==> src/rtl/timx_apb_pkg.sv <==
// Shared types and constants for the timer APB initiator: FSM encoding,
// response error codes and the timer register map used by benches.
package timx_apb_pkg;

  typedef enum logic [1:0] {
    ST_IDLE   = 2'd0,
    ST_SETUP  = 2'd1,
    ST_ACCESS = 2'd2,
    ST_RESP   = 2'd3
  } state_e;

  localparam logic [1:0] ERR_OK    = 2'b00;
  localparam logic [1:0] ERR_SLV   = 2'b01;
  localparam logic [1:0] ERR_TMO   = 2'b10;
  localparam logic [1:0] ERR_ALIGN = 2'b11;

  localparam logic [15:0] REG_CR1   = 16'h0000;
  localparam logic [15:0] REG_DIER  = 16'h000C;
  localparam logic [15:0] REG_EGR   = 16'h0014;
  localparam logic [15:0] REG_CCMR1 = 16'h0018;
  localparam logic [15:0] REG_CCER  = 16'h0020;
  localparam logic [15:0] REG_ARR   = 16'h002C;
  localparam logic [15:0] REG_CCR1  = 16'h0034;
  localparam logic [15:0] REG_BDTR  = 16'h0044;

endpackage

==> src/rtl/timx_apb_wait_timer.sv <==
// Saturating count of ACCESS cycles spent waiting on pready; flags the
// cycle that would be the TIMEOUT-th wait (never fires when TIMEOUT == 0).
module timx_apb_wait_timer #(
  parameter int TIMEOUT = 16
) (
  input  logic apb_clk,
  input  logic apb_rst_n,
  input  logic clr,
  input  logic en,
  output logic expired
);

  localparam int CW = (TIMEOUT > 0) ? $clog2(TIMEOUT + 1) : 1;
  localparam logic [CW:0] LIMIT = (CW+1)'(TIMEOUT);

  logic [CW-1:0] cnt;
  logic [CW:0]   cnt_inc;

  assign cnt_inc = {1'b0, cnt} + (CW+1)'(1);

  always_ff @(posedge apb_clk or negedge apb_rst_n) begin
    if (!apb_rst_n)            cnt <= '0;
    else if (clr)              cnt <= '0;
    else if (en && !(&cnt))    cnt <= cnt_inc[CW-1:0];
  end

  // Compare against the post-increment value so the flag is live during the
  // wait cycle that completes the budget, letting the FSM leave on that edge.
  assign expired = (TIMEOUT != 0) && en && (cnt_inc >= LIMIT);

endmodule

==> src/rtl/timx_apb_master.sv <==
// Single-transfer APB initiator for the timer slave port: command in,
// SETUP/ACCESS sequencing with wait-state timeout, one response out.
module timx_apb_master
  import timx_apb_pkg::*;
#(
  parameter int ADDR_W  = 16,
  parameter int DATA_W  = 32,
  parameter int TIMEOUT = 16
) (
  input  logic              apb_clk,
  input  logic              apb_rst_n,
  input  logic              cmd_valid,
  output logic              cmd_ready,
  input  logic              cmd_write,
  input  logic [ADDR_W-1:0] cmd_addr,
  input  logic [DATA_W-1:0] cmd_wdata,
  output logic              rsp_valid,
  input  logic              rsp_ready,
  output logic [DATA_W-1:0] rsp_rdata,
  output logic [1:0]        rsp_err,
  output logic              timx_psel,
  output logic              timx_penable,
  output logic              timx_pwrite,
  output logic [ADDR_W-1:0] timx_paddr,
  output logic [DATA_W-1:0] timx_pwdata,
  input  logic [DATA_W-1:0] timx_prdata,
  input  logic              timx_pready,
  input  logic              timx_pslverr,
  output logic              busy
);

  state_e            state, state_n;
  logic [ADDR_W-1:0] paddr_q;
  logic              pwrite_q;
  logic [DATA_W-1:0] pwdata_q;
  logic [DATA_W-1:0] rdata_q;
  logic [1:0]        err_q;
  logic              accept, unaligned, wait_en, tmo_expired;

  assign accept    = (state == ST_IDLE) && cmd_valid;
  assign unaligned = |cmd_addr[1:0];
  assign wait_en   = (state == ST_ACCESS) && !timx_pready;

  timx_apb_wait_timer #(.TIMEOUT(TIMEOUT)) u_wait_timer (
    .apb_clk   (apb_clk),
    .apb_rst_n (apb_rst_n),
    .clr       (state == ST_IDLE),
    .en        (wait_en),
    .expired   (tmo_expired)
  );

  always_ff @(posedge apb_clk or negedge apb_rst_n) begin
    if (!apb_rst_n) state <= ST_IDLE;
    else            state <= state_n;
  end

  always_comb begin
    state_n = state;
    case (state)
      ST_IDLE:   if (cmd_valid) state_n = unaligned ? ST_RESP : ST_SETUP;
      ST_SETUP:  state_n = ST_ACCESS;
      ST_ACCESS: if (timx_pready || tmo_expired) state_n = ST_RESP;
      ST_RESP:   if (rsp_ready) state_n = ST_IDLE;
      default:   state_n = ST_IDLE;
    endcase
  end

  // Bus-side and response registers; nothing here changes while in RESP,
  // which keeps the response stable until it is consumed.
  always_ff @(posedge apb_clk or negedge apb_rst_n) begin
    if (!apb_rst_n) begin
      paddr_q  <= '0;
      pwrite_q <= 1'b0;
      pwdata_q <= '0;
      rdata_q  <= '0;
      err_q    <= ERR_OK;
    end else if (accept) begin
      if (unaligned) begin
        rdata_q <= '0;
        err_q   <= ERR_ALIGN;
      end else begin
        paddr_q  <= cmd_addr;
        pwrite_q <= cmd_write;
        pwdata_q <= cmd_write ? cmd_wdata : '0;
      end
    end else if (state == ST_ACCESS) begin
      if (timx_pready) begin
        rdata_q  <= (pwrite_q || timx_pslverr) ? '0 : timx_prdata;
        err_q    <= timx_pslverr ? ERR_SLV : ERR_OK;
        pwrite_q <= 1'b0;
      end else if (tmo_expired) begin
        rdata_q  <= '0;
        err_q    <= ERR_TMO;
        pwrite_q <= 1'b0;
      end
    end
  end

  // Strobes decode straight from the state register so an async reset
  // drops them without waiting for a clock edge.
  assign cmd_ready    = (state == ST_IDLE);
  assign busy         = (state != ST_IDLE);
  assign rsp_valid    = (state == ST_RESP);
  assign timx_psel    = (state == ST_SETUP) || (state == ST_ACCESS);
  assign timx_penable = (state == ST_ACCESS);
  assign timx_pwrite  = pwrite_q;
  assign timx_paddr   = paddr_q;
  assign timx_pwdata  = pwdata_q;
  assign rsp_rdata    = rdata_q;
  assign rsp_err      = err_q;

endmodule

==> config.mk <==
export PLATFORM = sky130hd
export DESIGN_NAME = timx_apb_master
export DESIGN_NICKNAME = d
export VERILOG_FILES = /design/src/rtl/timx_apb_pkg.sv /design/src/rtl/timx_apb_wait_timer.sv /design/src/rtl/timx_apb_master.sv
export SDC_FILE = /design/constraint.sdc
export NUM_CORES = 1
export LEC_CHECK = 0
export ABC_CLOCK_PERIOD_IN_PS = 4000
export CORE_ASPECT_RATIO = 1.25
export CORE_MARGIN = 8
export CORE_UTILIZATION = 30
export DETAILED_ROUTE_END_ITERATION = 16
export SKIP_CTS_REPAIR_TIMING = 1
export SLEW_MARGIN = 30
export SYNTH_ARGS = -nofsm -noshare
export SYNTH_HDL_FRONTEND = slang
export SYNTH_SLANG_ARGS = --single-unit
export TNS_END_PERCENT = 20
==> constraint.sdc <==
create_clock -name apb_clk -period 4 [get_ports apb_clk]
set_clock_uncertainty 0.2 [all_clocks]
set_input_delay 0.6 -clock apb_clk [delete_from_list [all_inputs] [get_ports apb_clk]]
set_output_delay 0.6 -clock apb_clk [all_outputs]
set_load 0.02 [all_outputs]
==> metrics.csv <==
stage,metric,value,unit
synthesis,Post-synth ARST share,100,%
setup_path,CP arrival,2.95,ns
power_and_ir_drop,Pwr Density,740,nW/um^2
setup_path,biggest fanout along the worst timing path,35,
global_route,global-route wire length before repair,17800,um
setup_path,"Req. time, crit path",4.02,ns
drt,length of routed met3 wiring,1410,um
power_and_ir_drop,power share of the clock group,19.4,%
drt,number of search-and-repair iterations in the first detailed-routing pass,4,
synthesis,cells taking the most area after synthesis,"dfrtp_1 59%, and4_1 7.3%, nand2_1 6.7%",
cells_and_area,Layout Area Growth over Synthesis,56.2,%
drt,top metal layer carrying routed signals,met4,
timing,total negative slack,0,ns
cells_and_area,fraction of layout instances using a drive strength above 1,8.25,%
global_route,number of global-route vias before repair,3326,
clock_tree,Max H-tree Level,3,
floorplan,starting density of the core,30.5,%
hold_path,class of the tightest hold or removal check,primary input to asynchronous set/reset pin,
power_and_ir_drop,Logic pwr share,46.9,%
drt,starting DRC count in detailed routing,197,
synthesis,count of yosys warnings during synthesis,0,
global_route,antenna violations before repair,0,
setup_path,series of cell instances along the critical path,inv_1 -> ha_1 -> and2_1 -> o21a_2 -> nand2_2 -> a21o_1,
synthesis,synthesized instance count,342,
synthesis,register bit count reported by yosys,90,
placement,global placement routability congestion,0.749,
setup_path,Critical R2R Capture,rsp_rdata[31]$_DFFE_PN0P_,
drt,detailed-route wire length,11300,um
setup_path,worst setup slack for register-to-register paths,1.07,ns
setup_path,type of destination of the critical path,flop,
timing,Slew @ Worst Pin,0.750,ns
timing,setup repair after global routing missed its margin,false,
floorplan,Horiz. Die Dim,117,um
synthesis,library cell with the highest instance count after synthesis,dfrtp_1,
power_and_ir_drop,Cell Int Power,0.00279,W
synthesis,top-area cell type share of the netlist area,58.6,%
global_route,sum of overflow across all layers after global routing,0,
outcome,outcome,completed,
floorplan,site row count,46,
setup_path,Reg2Reg Launch Point,state[0]$_DFFE_PN0P_,
synthesis,nets in the synthesized netlist,435,
drt,Post-route DRC,0,
setup_path,worst stage delay on the critical path,0.51,ns
drt,routed vias/inst,4.61,
power_and_ir_drop,Reg power frac,33.7,%
drt,antenna-violating nets left,0,
timing,final setup violation count,0,
floorplan,die span in y,143,um
synthesis,dominant register cell in the synthesized netlist,dfrtp_1,
setup_path,Slowest cell on crit path,o21a_2,
setup_path,kind of cell adding the most delay to the critical path,compound AO/OA/AOI/OAI gates,
synthesis,mean area per synthesized cell,11.2,um^2
drt,total via count after detailed routing,3118,
cells_and_area,count of nets after finishing,597,
floorplan,floorplan die area,16700,um^2
clock_tree,clock-pin slew reported for the worst setup and hold paths after clock tree synthesis,0.07,ns
global_route,All-Layer GR Usage,13.6,%
drt,detailed-route wire length per cell,16.6,um
synthesis,largest area contributor in the netlist,dfrtp_1,
flow_run,max cap viols,0,
clock_tree,CTS sink cnt,90,
power_and_ir_drop,Max VDD drop,281,uV
synthesis,number of flops mapped to enable cells by yosys,0,
timing,final clock period utilization by the worst path,73.3,%
synthesis,most instantiated cells after synthesis,"90 x dfrtp_1, 69 x nand2_1, 32 x a21o_1, 32 x and4_1, 32 x o21ai_0",
power_and_ir_drop,Switching Share,37.2,%
clock_tree,Clock Root Buffer,clkbuf_16,
synthesis,share of the yosys chip area belonging to registers,58.6,%
cells_and_area,diode count,0,
setup_path,CP Launch Type,flop,
placement,input/output buffers,174,
setup_path,critical path class,flop to flop,
power_and_ir_drop,power after layout,0.00444,W
synthesis,synth unique cells,29,
setup_path,cells on worst reg2reg path,6,
timing,minimum clock period,2.93,ns
clock_tree,clk buf depth,2,
floorplan,Core Region,12600,um^2
clock_tree,total clock buffers created by CTS,9,
power_and_ir_drop,reported net switching power,0.00165,W
timing,worst slew slack as a fraction of its limit,50.0,%
timing,Max Fclk,341,MHz
drt,WL met2,5020,um
clock_tree,CTS tree,built,
placement,sum of net half-perimeters after detailed placement,8090,um
setup_path,Bufs and invs on worst path,1,
global_route,maximum number of pins on one net before global-route repair,82,
synthesis,Mapped Area,3840,um^2
timing,max-slew violation total from the final report,0,
drt,Routed met1 length,4710,um
clock_tree,insertion delay of the later-clocked pin in the worst-skew pair,0.33,ns
timing,"Hold Vio Cnt, Final",0,
power_and_ir_drop,P_leak,2.88,nW
floorplan,I/O Pins,175,
[worst reg2reg max path, cell delays in order (launching register included)]
cell and delay (ns):
dfrtp_1 0.40, inv_1 0.11, ha_1 0.45, and2_1 0.31, o21a_2 0.51, nand2_2 0.50, a21o_1 0.34
[sequential cells by signal (all words and copies together), names as in the netlist]
signal and flops:
timx_paddr 16, u_wait_timer.cnt 5, timx_pwdata 32, state 2, timx_pwrite 1, rsp_rdata 32, rsp_err 2
[layer usage]
| metal | up-vias | GRT usage (%) |
|---|---|---|
| met2 | 125 | 20.4 |
| met5 | - | 0 |
| met1 | 1473 | 16.8 |
| li1 | 1512 | - |
| met4 | 0 | 4.12 |
| met3 | 8 | 6.67 |
[cells by family after synthesis]
family	after synthesis	synth area share, %
AOI/OAI and AO/OA	75	12.6
xor gates and xnor gates	3	0.683
adders and majority gates	6	1.95
buffers and inverters	30	3.77
DFF	90	58.6
muxes	18	5.17
and+or+nand+nor	120	17.3
[power groups by stage]
stage	combinational [W]	clock, W	sequential (W)
floorplan	0.000611	0	0.00194
global placement	0.00209	0	0.00150
detailed placement	0.00212	0	0.00151
CTS	0.00212	0.000895	0.00150
global route	0.00224	0.000927	0.00155
finish	0.00209	0.000862	0.00150
[per-stage QoR]
step                setup slack [ns]  hold WS [ns]  cell area (um^2)  util [%]  cells
floorplan                       1.62         0.104              3840         -    342
global placement               0.957         0.257              5700      45.2    661
detailed placement             0.884         0.265              5700      45.2    661
CTS                             1.08         0.134              6010      47.7    677
global route                   0.839         0.171              6010      47.7    677
finish                          1.07         0.111              6010      47.7    677
[worst max-delay path by stage]
stage                                     from  slack [ns]  cells after the start                        end
2_1_floorplan  u_wait_timer.cnt[0]$_DFFE_PN0P_        1.62                      8   rsp_rdata[1]$_DFFE_PN0P_
4_1_cts                   state[0]$_DFFE_PN0P_        1.08                      6  rsp_rdata[31]$_DFFE_PN0P_
3_5_place_dp                         cmd_valid        0.88                      5  rsp_rdata[31]$_DFFE_PN0P_
6_report                  state[0]$_DFFE_PN0P_        1.07                      6  rsp_rdata[31]$_DFFE_PN0P_
5_1_grt                   state[0]$_DFFE_PN0P_        0.84                      6  rsp_rdata[31]$_DFFE_PN0P_
3_3_place_gp                         cmd_valid        0.96                      5  rsp_rdata[25]$_DFFE_PN0P_
[layout by cell type (no fill, tap or decap)]
cell type,count
nor4b_4,1
clkbuf_16,9
clkbuf_8,1
inv_1,4
bufinv_16,1
nand2_1,69
a311o_4,1
nor2_1,9
dfrtp_1,90
and2_1,3
o21ai_0,32
buf_4,3
a21oi_1,5
o22ai_1,1
clkdlybuf4s50_1,172
nand2_2,1
o32a_1,1
and4_1,32
xor2_1,2
a31oi_1,2
mux2_2,15
buf_2,1
clkinv_2,1
clkinvlp_4,3
buf_6,1
o21a_2,1
clkinv_4,1
and3_1,2
or2_1,1
xnor2_1,1
mux2i_1,3
nor3b_2,1
ha_1,6
a21o_1,32
nand4bb_4,1
[area by class of cell]
class                   count  area, um^2
clock buffers              10         239
clock inverters             6        66.3
fillers                  1145        6600
inverters                   4        15.0
multi-input cells         222        1460
flip-flops and latches     90        2250
well taps                 168         210
repair buffers            177        1760
No activity file was read; power rests on OpenSTA's default activity.
